==> src/rtl/snake_pkg.sv <==
// Shared definitions for the snake game slice: coordinate widths, the
// heading encoding used by the navigation FSM, and body-controller states.
package snake_pkg;

  localparam int unsigned X_W   = 8;
  localparam int unsigned Y_W   = 7;
  localparam int unsigned LEN_W = 6;

  typedef enum logic [1:0] {
    DIR_UP    = 2'd0,
    DIR_LEFT  = 2'd1,
    DIR_DOWN  = 2'd2,
    DIR_RIGHT = 2'd3
  } dir_e;

  typedef enum logic [1:0] {
    ST_IDLE = 2'd0,
    ST_RUN  = 2'd1,
    ST_DEAD = 2'd2
  } state_e;

  // Opposite headings differ only in bit 1 with this encoding.
  function automatic dir_e dir_reverse(input dir_e d);
    return dir_e'(d ^ 2'd2);
  endfunction

endpackage

==> src/rtl/snake_body_ctrl_if.sv <==
// Bundle between the game top and the snake body controller.
//   master: drives EN, DIR, TARGET_X/Y, QUERY_X/Y; observes status outputs
//   slave : the body controller
interface snake_body_ctrl_if;
  import snake_pkg::*;

  logic             EN;
  logic [1:0]       DIR;
  logic [X_W-1:0]   TARGET_X;
  logic [Y_W-1:0]   TARGET_Y;
  logic [X_W-1:0]   QUERY_X;
  logic [Y_W-1:0]   QUERY_Y;
  logic [X_W-1:0]   HEAD_X;
  logic [Y_W-1:0]   HEAD_Y;
  logic [LEN_W-1:0] LENGTH;
  logic             MOVE_STB;
  logic             EATEN;
  logic             DEAD;
  logic             BODY_HIT;
  logic             HEAD_HIT;

  modport master (
    output EN, DIR, TARGET_X, TARGET_Y, QUERY_X, QUERY_Y,
    input  HEAD_X, HEAD_Y, LENGTH, MOVE_STB, EATEN, DEAD, BODY_HIT, HEAD_HIT
  );

  modport slave (
    input  EN, DIR, TARGET_X, TARGET_Y, QUERY_X, QUERY_Y,
    output HEAD_X, HEAD_Y, LENGTH, MOVE_STB, EATEN, DEAD, BODY_HIT, HEAD_HIT
  );
endinterface

==> src/rtl/move_tick_gen.sv <==
// Move tick divider: counts 0..TICK_DIV-1 while RUN is high, pulses TICK
// combinationally on the terminal count and wraps. CLR forces the count to 0.
//   CLK, RESET (async, active-low), CLR, RUN -> TICK
module move_tick_gen #(
  parameter int unsigned TICK_DIV = 5_000_000
) (
  input  logic CLK,
  input  logic RESET,
  input  logic CLR,
  input  logic RUN,
  output logic TICK
);
  localparam int unsigned CW = (TICK_DIV > 1) ? $clog2(TICK_DIV) : 1;

  logic [CW-1:0] cnt_q, cnt_d;

  always_comb begin
    cnt_d = cnt_q;
    TICK  = 1'b0;
    if (CLR) begin
      cnt_d = '0;
    end else if (RUN) begin
      if (cnt_q == CW'(TICK_DIV - 1)) begin
        cnt_d = '0;
        TICK  = 1'b1;
      end else begin
        cnt_d = cnt_q + CW'(1);
      end
    end
  end

  always_ff @(posedge CLK or negedge RESET) begin
    if (!RESET) cnt_q <= '0;
    else        cnt_q <= cnt_d;
  end
endmodule

==> src/rtl/snake_body_ctrl.sv <==
// Snake body controller: advances the head one cell per move tick on a
// wrapping H_CELLS x V_CELLS grid, shifts the body, grows on target capture,
// detects self-collision and answers registered per-cell hit queries.
//   CLK, RESET (async, active-low)
//   bus (slave): EN, DIR, TARGET_X/Y, QUERY_X/Y in;
//                HEAD_X/Y, LENGTH, MOVE_STB, EATEN, DEAD, BODY_HIT, HEAD_HIT out
module snake_body_ctrl
  import snake_pkg::*;
#(
  parameter int unsigned H_CELLS  = 160,
  parameter int unsigned V_CELLS  = 120,
  parameter int unsigned MAX_LEN  = 32,
  parameter int unsigned INIT_LEN = 4,
  parameter int unsigned TICK_DIV = 5_000_000
) (
  input logic              CLK,
  input logic              RESET,
  snake_body_ctrl_if.slave bus
);
  logic [X_W-1:0]   seg_x_q [MAX_LEN];
  logic [Y_W-1:0]   seg_y_q [MAX_LEN];
  logic [LEN_W-1:0] len_q, lim;
  dir_e             last_dir_q, dir_in, heading;
  state_e           state_q, state_d;
  logic             move_stb_q, eaten_q, body_hit_q, head_hit_q;
  logic             body_hit_d, head_hit_d;
  logic             tick, tick_clr, tick_run;
  logic [X_W-1:0]   nx;
  logic [Y_W-1:0]   ny;
  logic             eat, coll, commit;

  assign tick_clr = (state_q == ST_IDLE) && bus.EN;
  assign tick_run = (state_q == ST_RUN) && bus.EN;

  move_tick_gen #(.TICK_DIV(TICK_DIV)) u_tick (
    .CLK   (CLK),
    .RESET (RESET),
    .CLR   (tick_clr),
    .RUN   (tick_run),
    .TICK  (tick)
  );

  // Heading selection and wrapped next-head cell.
  always_comb begin
    dir_in  = dir_e'(bus.DIR);
    heading = (dir_in == dir_reverse(last_dir_q)) ? last_dir_q : dir_in;
    nx      = seg_x_q[0];
    ny      = seg_y_q[0];
    case (heading)
      DIR_UP:    ny = (seg_y_q[0] == '0) ? Y_W'(V_CELLS - 1) : seg_y_q[0] - Y_W'(1);
      DIR_DOWN:  ny = (seg_y_q[0] == Y_W'(V_CELLS - 1)) ? '0 : seg_y_q[0] + Y_W'(1);
      DIR_LEFT:  nx = (seg_x_q[0] == '0) ? X_W'(H_CELLS - 1) : seg_x_q[0] - X_W'(1);
      DIR_RIGHT: nx = (seg_x_q[0] == X_W'(H_CELLS - 1)) ? '0 : seg_x_q[0] + X_W'(1);
      default: ;
    endcase
  end

  // Collision against live segments; the tail cell only counts when it stays (eat).
  always_comb begin
    eat  = (nx == bus.TARGET_X) && (ny == bus.TARGET_Y);
    lim  = eat ? len_q : len_q - LEN_W'(1);
    coll = 1'b0;
    for (int unsigned i = 0; i < MAX_LEN; i++) begin
      if ((LEN_W'(i) < lim) && (seg_x_q[i] == nx) && (seg_y_q[i] == ny)) coll = 1'b1;
    end
    commit = tick && !coll;
  end

  // Query against current (pre-shift) segments.
  always_comb begin
    head_hit_d = (seg_x_q[0] == bus.QUERY_X) && (seg_y_q[0] == bus.QUERY_Y);
    body_hit_d = 1'b0;
    for (int unsigned i = 0; i < MAX_LEN; i++) begin
      if ((LEN_W'(i) < len_q) && (seg_x_q[i] == bus.QUERY_X) && (seg_y_q[i] == bus.QUERY_Y))
        body_hit_d = 1'b1;
    end
  end

  always_comb begin
    state_d = state_q;
    case (state_q)
      ST_IDLE: if (bus.EN) state_d = ST_RUN;
      ST_RUN:  if (tick && coll) state_d = ST_DEAD;
      ST_DEAD: state_d = ST_DEAD;
      default: state_d = ST_IDLE;
    endcase
  end

  always_ff @(posedge CLK or negedge RESET) begin
    if (!RESET) state_q <= ST_IDLE;
    else        state_q <= state_d;
  end

  always_ff @(posedge CLK or negedge RESET) begin
    if (!RESET) begin
      for (int unsigned i = 0; i < MAX_LEN; i++) begin
        seg_x_q[i] <= (i < INIT_LEN) ? X_W'(H_CELLS / 2) : '0;
        seg_y_q[i] <= (i < INIT_LEN) ? Y_W'(V_CELLS / 2 + i) : '0;
      end
      len_q      <= LEN_W'(INIT_LEN);
      last_dir_q <= DIR_UP;
      move_stb_q <= 1'b0;
      eaten_q    <= 1'b0;
      body_hit_q <= 1'b0;
      head_hit_q <= 1'b0;
    end else begin
      move_stb_q <= commit;
      eaten_q    <= commit && eat;
      body_hit_q <= body_hit_d;
      head_hit_q <= head_hit_d;
      if (commit) begin
        for (int unsigned i = 1; i < MAX_LEN; i++) begin
          seg_x_q[i] <= seg_x_q[i-1];
          seg_y_q[i] <= seg_y_q[i-1];
        end
        seg_x_q[0] <= nx;
        seg_y_q[0] <= ny;
        last_dir_q <= heading;
        if (eat && (len_q < LEN_W'(MAX_LEN))) len_q <= len_q + LEN_W'(1);
      end
    end
  end

  assign bus.HEAD_X   = seg_x_q[0];
  assign bus.HEAD_Y   = seg_y_q[0];
  assign bus.LENGTH   = len_q;
  assign bus.MOVE_STB = move_stb_q;
  assign bus.EATEN    = eaten_q;
  assign bus.DEAD     = (state_q == ST_DEAD);
  assign bus.BODY_HIT = body_hit_q;
  assign bus.HEAD_HIT = head_hit_q;
endmodule
==> src/flat_wrapper.sv <==
// flat-port wrapper written by rule: the top's interface ports become plain ports
module snake_body_ctrl_flat import snake_pkg::*;
#(
  parameter int unsigned H_CELLS  = 160,
  parameter int unsigned V_CELLS  = 120,
  parameter int unsigned MAX_LEN  = 32,
  parameter int unsigned INIT_LEN = 4,
  parameter int unsigned TICK_DIV = 5_000_000
)
  (CLK, RESET, bus_EN, bus_DIR, bus_TARGET_X, bus_TARGET_Y, bus_QUERY_X, bus_QUERY_Y, bus_HEAD_X, bus_HEAD_Y, bus_LENGTH, bus_MOVE_STB, bus_EATEN, bus_DEAD, bus_BODY_HIT, bus_HEAD_HIT);
  snake_body_ctrl_if bus_i ();
  input logic CLK;
  input logic RESET;
  input wire logic [$bits(bus_i.EN)-1:0] bus_EN;
  input wire logic [$bits(bus_i.DIR)-1:0] bus_DIR;
  input wire logic [$bits(bus_i.TARGET_X)-1:0] bus_TARGET_X;
  input wire logic [$bits(bus_i.TARGET_Y)-1:0] bus_TARGET_Y;
  input wire logic [$bits(bus_i.QUERY_X)-1:0] bus_QUERY_X;
  input wire logic [$bits(bus_i.QUERY_Y)-1:0] bus_QUERY_Y;
  output wire logic [$bits(bus_i.HEAD_X)-1:0] bus_HEAD_X;
  output wire logic [$bits(bus_i.HEAD_Y)-1:0] bus_HEAD_Y;
  output wire logic [$bits(bus_i.LENGTH)-1:0] bus_LENGTH;
  output wire logic [$bits(bus_i.MOVE_STB)-1:0] bus_MOVE_STB;
  output wire logic [$bits(bus_i.EATEN)-1:0] bus_EATEN;
  output wire logic [$bits(bus_i.DEAD)-1:0] bus_DEAD;
  output wire logic [$bits(bus_i.BODY_HIT)-1:0] bus_BODY_HIT;
  output wire logic [$bits(bus_i.HEAD_HIT)-1:0] bus_HEAD_HIT;
  assign bus_i.EN = bus_EN;
  assign bus_i.DIR = bus_DIR;
  assign bus_i.TARGET_X = bus_TARGET_X;
  assign bus_i.TARGET_Y = bus_TARGET_Y;
  assign bus_i.QUERY_X = bus_QUERY_X;
  assign bus_i.QUERY_Y = bus_QUERY_Y;
  assign bus_HEAD_X = bus_i.HEAD_X;
  assign bus_HEAD_Y = bus_i.HEAD_Y;
  assign bus_LENGTH = bus_i.LENGTH;
  assign bus_MOVE_STB = bus_i.MOVE_STB;
  assign bus_EATEN = bus_i.EATEN;
  assign bus_DEAD = bus_i.DEAD;
  assign bus_BODY_HIT = bus_i.BODY_HIT;
  assign bus_HEAD_HIT = bus_i.HEAD_HIT;
  snake_body_ctrl #(.H_CELLS(H_CELLS), .V_CELLS(V_CELLS), .MAX_LEN(MAX_LEN), .INIT_LEN(INIT_LEN), .TICK_DIV(TICK_DIV)) u_core (.CLK(CLK), .RESET(RESET), .bus(bus_i));
endmodule
==> config.mk <==
export PLATFORM = sky130hd
export DESIGN_NAME = snake_body_ctrl_flat
export DESIGN_NICKNAME = d
export VERILOG_FILES = /design/src/rtl/snake_pkg.sv /design/src/rtl/snake_body_ctrl_if.sv /design/src/rtl/move_tick_gen.sv /design/src/rtl/snake_body_ctrl.sv /design/src/flat_wrapper.sv
export SDC_FILE = /design/constraint.sdc
export NUM_CORES = 2
export LEC_CHECK = 0
export CAP_MARGIN = 5
export CORE_UTILIZATION = 58
export CTS_CLUSTER_SIZE = 14
export DETAILED_ROUTE_END_ITERATION = 7
export PLACE_DENSITY = 0.79
export SLEW_MARGIN = 25
export SYNTH_ARGS = -nofsm -noshare
export SYNTH_HDL_FRONTEND = slang
export SYNTH_SLANG_ARGS = --single-unit
==> constraint.sdc <==
create_clock -name CLK -period 5.05 [get_ports CLK]
set_input_delay 1.01 -clock CLK [delete_from_list [all_inputs] [get_ports CLK]]
set_output_delay 1.01 -clock CLK [all_outputs]
set_load 0.05 [all_outputs]
# Word level (Yosys, flattened, before mapping)
# Index checks and enable logic that the tools add are counted.
[classes] reduce_logical=144 eq_ne=141 n_mux=81 add_sub_neg=7 n_lt_le_gt_ge=65 bitwise=1
[op_table] op="$eq A8 B8 Y1" n=65
[op_table] op="$eq A7 B7 Y1" n=65
[op_table] op="$lt A5 B6 Y1 const A" n=32
[op_table] op="$logic_and A1 B1 Y1" n=136
[op_table] op="$lt A4 B6 Y1 const A" n=16
[op_table] op="$mux W23" n=3
[op_table] op="$mux W1" n=67
[op_table] op="$lt A3 B6 Y1 const A" n=8
[op_table] op="$lt A1 B6 Y1 const A" n=4
[op_table] op="$lt A2 B6 Y1 const A" n=4
[op_table] op="$add A23 B1 Y23 const B" n=1
[op_table] op="$eq A23 B23 Y1 const B" n=1
[op_table] op="$mux W8" n=2
[op_table] op="$pmux W8 S2" n=1
[op_table] op="$mux W7" n=2
[op_table] op="$pmux W7 S2" n=1
[op_table] op="$add A8 B1 Y8 const B" n=1
[op_table] op="$eq A8 B8 Y1 const B" n=1
[op_table] op="$logic_not A8 Y1" n=1
[op_table] op="$sub A8 B1 Y8 const B" n=1
[op_table] op="$add A7 B1 Y7 const B" n=1
[op_table] op="$eq A7 B7 Y1 const B" n=1
[op_table] op="$logic_not A7 Y1" n=1
[op_table] op="$sub A7 B1 Y7 const B" n=1
[op_table] op="other kinds (15)" n=23
[word_totals] out_inout_bits=26 input_bits=35 reg_bits=517 word_cells=511

# Logic depth before layout (Yosys ltp)
[depth] ltp_word=46 depth_mapped=23 ltp_nobuf=16

# By module
# A second synthesis with hierarchy kept.
[unflattened] cells_unflattened=3087 area_unflattened_um2=35288.8
[modules_own_cells] mod="snake_body_ctrl" cells_per_inst=2955 seq_area_each_um2=12398.1 area_per_inst_um2=34001.4 n_inst=1
[modules_own_cells] mod="move_tick_gen" cells_per_inst=132 seq_area_each_um2=575.6 area_per_inst_um2=1287.5 n_inst=1

# Worst setup path before layout
# OpenSTA, ideal clock, no wires.
[synth_path] path_type="input to register" start="in bus_DIR[0]" end="reg u_core.len_q[1] (netlist: u_core.bus.LENGTH[1])" path_buffers=4 arrival_ns=5.024 setup_ns=0.128 required_ns=4.922 stages=18 slack_ns=-0.102 path_cell_list="buf_2 nand4b_2 and2_1 o21a_1 or3_1 a2111oi_2 and4_1 buf_4 a41o_1 nor3_1 or4b_1 and3_1 nor4_1 nand4_1 buf_2 buf_6 nor3_2 mux2_1"
[synth_via] elab_chain_cells=45 word_cells_on_any_way=208 classes_between="32 x order compare; 70 x eq/ne; 36 x mux; 70 x reduce/logical"
[synth_lines] element="start, declared" line_no="flat_wrapper.sv:15" source="input wire logic [$bits(bus_i.DIR)-1:0] bus_DIR;"
[synth_lines] element="$eq A2 B2 Y1" line_no="snake_body_ctrl.sv:46" source="heading = (dir_in == dir_reverse(last_dir_q)) ? last_dir_q : dir_in;"
[synth_lines] element="$mux W2 *" line_no="snake_body_ctrl.sv:46"
[synth_lines] element="$eq A2 B2 Y1 (tied with other cells)" line_no="snake_body_ctrl.sv:49" source="case (heading)"
[synth_lines] element="$pmux W8 S2 / $pmux W7 S2 (equally long branches)" line_no="snake_body_ctrl.sv:49"
[synth_lines] element="$eq A8 B8 Y1 / $eq A7 B7 Y1 (equally long branches)" line_no="snake_body_ctrl.sv:60" source="eat = (nx == bus.TARGET_X) && (ny == bus.TARGET_Y);"
[synth_lines] element="$logic_and A1 B1 Y1" line_no="snake_body_ctrl.sv:60"
[synth_lines] element="$mux W6" line_no="snake_body_ctrl.sv:61" source="lim = eat ? len_q : len_q - LEN_W'(1);"
[synth_lines] element="$lt A1 B6 Y1" line_no="snake_body_ctrl.sv:64" source="if ((LEN_W'(i) < lim) && (seg_x_q[i] == nx) && (seg_y_q[i] == ny)) coll = 1'b1;"
[synth_lines] element="$logic_and A1 B1 Y1 (2 in a row)" line_no="snake_body_ctrl.sv:64"
[synth_lines] element="$mux W1 (32 in a row)" line_no="snake_body_ctrl.sv:64"
[synth_lines] element="$logic_not A1 Y1" line_no="snake_body_ctrl.sv:66" source="commit = tick && !coll;"
[synth_lines] element="$logic_and A1 B1 Y1" line_no="snake_body_ctrl.sv:66"
[synth_lines] element="$reduce_and A2 Y1 (no line) *"
[synth_lines] element="end signal, assigned" line_no="snake_body_ctrl.sv:100" source="len_q <= LEN_W'(INIT_LEN);"
[synth_lines] element="end signal, assigned" line_no="snake_body_ctrl.sv:119" source="if (eat && (len_q < LEN_W'(MAX_LEN))) len_q <= len_q + LEN_W'(1);"
[synth_lines] element="end, declared" line_no="snake_body_ctrl.sv:22" source="logic [LEN_W-1:0] len_q, lim;"
# Mark *: on every way between the ends. The rest lies on a longest branch, timed or not.
# A chain may end at the register's enable or synchronous reset.

# Worst setup path after layout
[layout_path] start="reg u_core.seg_x_q, in the netlist u_core.bus.HEAD_X[1]" end="reg u_core.seg_y_q[189] (netlist bit)"
[layout_via] elab_chain_cells=43 word_cells_on_any_way=172 classes_between="2 x add/sub; 32 x order compare; 34 x eq/ne; 36 x mux; 68 x reduce/logical"
[layout_lines] element="start, declared" line_no="snake_body_ctrl.sv:20" source="logic [X_W-1:0] seg_x_q [MAX_LEN];"
[layout_lines] element="start signal, assigned by index" line_no="snake_body_ctrl.sv:97" source="seg_x_q[i] <= (i < INIT_LEN) ? X_W'(H_CELLS / 2) : '0;"
[layout_lines] element="start signal, assigned by index" line_no="snake_body_ctrl.sv:113" source="seg_x_q[i] <= seg_x_q[i-1];"
[layout_lines] element="$add A8 B1 Y8 (tied with other cells)" line_no="snake_body_ctrl.sv:53" source="DIR_RIGHT: nx = (seg_x_q[0] == X_W'(H_CELLS - 1)) ? '0 : seg_x_q[0] + X_W'(1);"
[layout_lines] element="$mux W8, on equally long branches" line_no="snake_body_ctrl.sv:53, snake_body_ctrl.sv:52"
[layout_lines] element="$pmux W8 S2" line_no="snake_body_ctrl.sv:49"
[layout_lines] element="$eq A8 B8 Y1" line_no="snake_body_ctrl.sv:60"
[layout_lines] element="$logic_and A1 B1 Y1" line_no="snake_body_ctrl.sv:60"
[layout_lines] element="$mux W6" line_no="snake_body_ctrl.sv:61"
[layout_lines] element="$lt A1 B6 Y1" line_no="snake_body_ctrl.sv:64"
[layout_lines] element="$logic_and A1 B1 Y1 (2 in a row)" line_no="snake_body_ctrl.sv:64"
[layout_lines] element="$mux W1 (31 in a row)" line_no="snake_body_ctrl.sv:64"
[layout_lines] element="$mux W1 *" line_no="snake_body_ctrl.sv:64"
[layout_lines] element="$logic_not A1 Y1 *" line_no="snake_body_ctrl.sv:66"
[layout_lines] element="$logic_and A1 B1 Y1 *" line_no="snake_body_ctrl.sv:66"
[layout_lines] element="end signal, assigned by index" line_no="snake_body_ctrl.sv:98" source="seg_y_q[i] <= (i < INIT_LEN) ? Y_W'(V_CELLS / 2 + i) : '0;"
[layout_lines] element="end signal, assigned by index" line_no="snake_body_ctrl.sv:114" source="seg_y_q[i] <= seg_y_q[i-1];"
[layout_lines] element="end, declared" line_no="snake_body_ctrl.sv:21" source="logic [Y_W-1:0] seg_y_q [MAX_LEN];"
# Marked as above.

==> run summary <==
GR Overflow Total - 0
Max Slew Vio Count - 0
fraction of layout cells with a size suffix above 1 - 33.92%
Final Hold Viols - 0
vias in the first global route - 30480
CTS Hold Bufs - 0
Post-synth top flop - dfrtp_1
DP Wirelength - 93.66 mm
Die W - 248.9 um
Die H - 248.9 um
gr usage total - 43.31%
syn_nets - 3281
vias - 30510
wire per inst - 30.81 um
critical path launch point type - flop
leak pwr - 0.02089 uW
DRC - 0
Reg clk slew, reported paths - 0.06 ns
largest net degree at the start of global routing - 119
initial core utilization - 58.69%
HP Class - in2async
number of distinct library cells after synthesis - 97
EDFF count, synth - 0
Core Util, Final - 72.82%
routability cong. - 1.033
row count - 90
storage element area - 0.01298 mm^2
clock sink total - 517
root buffer cell - clkbuf_16
RSZ-0062 raised after global routing - yes
Syn Std Cell Area - 0.03536 mm^2
Max clock buf depth - 3
WP data arrival - 5.94 ns
worst path required time - 5.60 ns
Area Growth Syn to Fin - 24.08%
peak supply drop - 0.0002833 V
number of fillers in the final layout - 3854
critical path class - reg2reg
crit path capture type - flop
Mean Syn Cell Area - 10.94 um^2
FMAX - 0.1853 GHz
min Tclk post-route - 5.395 ns
TritonCTS Buffers - 57
first-pass GRT wire length - 201.5 mm
H-tree depth - 2
period utilization - 106.8%
post-layout instance area - 0.04387 mm^2
area of the multi-input gates - 0.02166 mm^2
Ys Warns - 0
cells after synthesis - 3233
share of the synthesized area in the top cell type - 34.54%
vias per cell - 6.838
Worst slew margin - 27.61%
core area - 0.06025 mm^2
clk_lat worst skew - 0.67 ns
status - finished, violations left
final WL - 137.5 mm
Worst Tran Pin Value - 1.076 ns
setup TNS - -103.57 ns
initial antenna violation count - 1
dpl cell area - 0.03960 mm^2
Iter 0 DRT Violations - 4309
DP Worst Slack - -1.446 ns
Crit Path Max Fanout - 7
register area share after synthesis - 36.70%
clk_skew - 0.04636 ns
Final #Nets - 3679
failing checks - setup timing
ys async rst share - 100.0%
TritonCTS clock tree - yes
Power per Cell Area - 227.4 mW/mm^2
Yosys reg bits - 517
ranking of synthesized cells by area - dfrtp_1 35%, xnor2_1 12%, mux2_4 12%
Setup WS post-layout - -0.3454 ns
max_cap viols - 0
PortBufs - 60
Setup-failing EPs final - 492
router iterations before antenna repair - 6
post-synthesis cell type with the largest combined area - dfrtp_1
# IOs - 61
die area - 0.06195 mm^2
Final ANT Viol Nets - 0
## synth_stat cells (16+ instances only)
| master | count |
|---|---|
| xnor2_1 | 494 |
| dfrtp_1 | 488 |
| xor2_1 | 442 |
| mux2_4 | 288 |
| mux2_2 | 168 |
| nand4_1 | 132 |
| nor4_1 | 114 |
| nand2_1 | 113 |
| o21ai_0 | 97 |
| clkbuf_1 | 80 |
| buf_2 | 77 |
| nor2_1 | 72 |
| a21oi_1 | 65 |
| nor3_1 | 61 |
| nand3_1 | 56 |
| inv_1 | 36 |
| buf_6 | 32 |
| dfstp_2 | 29 |
| buf_1 | 24 |
| or4_1 | 23 |
| buf_4 | 22 |
| o2111ai_1 | 21 |
| a211oi_1 | 16 |
| or3_1 | 16 |
## per-layer routing
metal	vias up	wire length (um)	GRT usage, %
li1	12270	-	-
met2	2334	58470	63.13
met3	702	16050	10.71
met5	-	11	0
met4	2	10600	28.91
met1	15210	52330	57.08
## timing repair
action                                  in CTS  in global routing
resized for setup                          156                 87
pin swaps                                   34                 32
endpoints found under the setup margin     492                492
endpoints found under the hold margin        0                  0
gates cloned                                30                  9
setup buffers                               41                 19
## sequential cells by signal, indices dropped and copies added, names as in the netlist, 2 cells and up
signal / flops
u_core.bus.HEAD_X: 8
u_core.bus.HEAD_Y: 7
u_core.bus.LENGTH: 6
u_core.last_dir_q: 2
u_core.seg_x_q: 248
u_core.seg_y_q: 217
u_core.state_q: 2
u_core.u_tick.cnt_q: 23
## final timing paths
check                                                         start                             endpoint  slack (ns)  cells past startpoint
worst max register to register     u_core.bus.HEAD_X[1]$_DFFE_PN0P_      u_core.seg_y_q[189]$_DFFE_PN0P_       -0.35                     23
min in group CLK                u_core.u_tick.cnt_q[14]$_DFFE_PN0P_  u_core.u_tick.cnt_q[14]$_DFFE_PN0P_        0.49                      1
worst min-delay path                                          RESET        u_core.seg_y_q[9]$_DFFE_PN0P_        0.44                      1
worst max-delay path               u_core.bus.HEAD_X[1]$_DFFE_PN0P_      u_core.seg_y_q[189]$_DFFE_PN0P_       -0.35                     23
max in group asynchronous                                     RESET       u_core.seg_x_q[73]$_DFFE_PN0P_        3.34                      2
worst min register to register  u_core.u_tick.cnt_q[14]$_DFFE_PN0P_  u_core.u_tick.cnt_q[14]$_DFFE_PN0P_        0.49                      1
## power breakdown
part           switching, uW  internal [uW]  total [uW]  leakage (uW)
clock network           1890           2710        4610      0.000981
registers               20.7           4160        4180       0.00707
logic                    749            437        1190        0.0128
total                   2660           7310        9980        0.0209
## cell usage in the layout (no fill, tap or decap), types with 14 or more instances in the layout
cell,n
a21oi_1,61
a31oi_1,14
buf_12,63
buf_16,29
buf_2,15
buf_4,383
buf_6,18
clkbuf_16,65
clkdlybuf4s50_1,42
dfrtp_1,486
dfstp_2,29
inv_1,32
mux2_2,160
mux2_4,297
nand2_1,107
nand3_1,56
nand4_1,132
nor2_1,68
nor3_1,53
nor4_1,108
o2111ai_1,17
o21ai_0,85
or3_1,14
or4_1,23
xnor2_1,493
xor2_1,441
## cell families after synthesis
family	count (synthesis)	share of synthesized area [%]
xor+xnor	937	23.23
compound gates	347	6.756
simple gates	682	10.87
flops	517	36.70
buf+inv	271	4.063
mux	466	17.92
fa+ha+maj	13	0.4601
## metrics by stage
step | hold WS, ns | power, uW | cells
after CTS | 0.4773 | 9924 | 4447
after floorplan | 0.4425 | 4850 | 3233
final | 0.4382 | 9976 | 4462
after detailed placement | 0.4716 | 5348 | 4273
after global placement | 0.4645 | 5309 | 4273
after global routing | 0.5131 | 10180 | 4461
## area by class of cell
type                    instances  area share [%]
clock inverters                32           1.061
well taps                     782           2.230
clock buffers                  75           3.588
flip-flops and latches        517           29.58
repair buffers                574           13.86
multi-input cells            2445           49.37
diodes                          1        0.005704
inverters                      36          0.3080
## worst max-delay path, cell delays in order, from the launching register on
cell,delay [ns]
dfrtp_1,0.39
inv_2,0.09
ha_4,0.13
or4b_4,0.47
buf_6,0.14
o211ai_1,0.17
a22o_2,0.22
xor2_1,0.08
a2111o_2,0.58
or3_4,0.44
nor2_4,0.12
buf_6,0.11
buf_6,0.10
o211ai_1,0.13
a31oi_1,0.20
buf_4,0.15
o2111ai_2,0.12
a2111oi_2,0.39
nand4_1,0.21
buf_6,0.22
buf_12,0.16
buf_12,0.15
clkbuf_16,0.17
mux2_4,0.30
No activity file was read; power rests on OpenSTA's default activity.
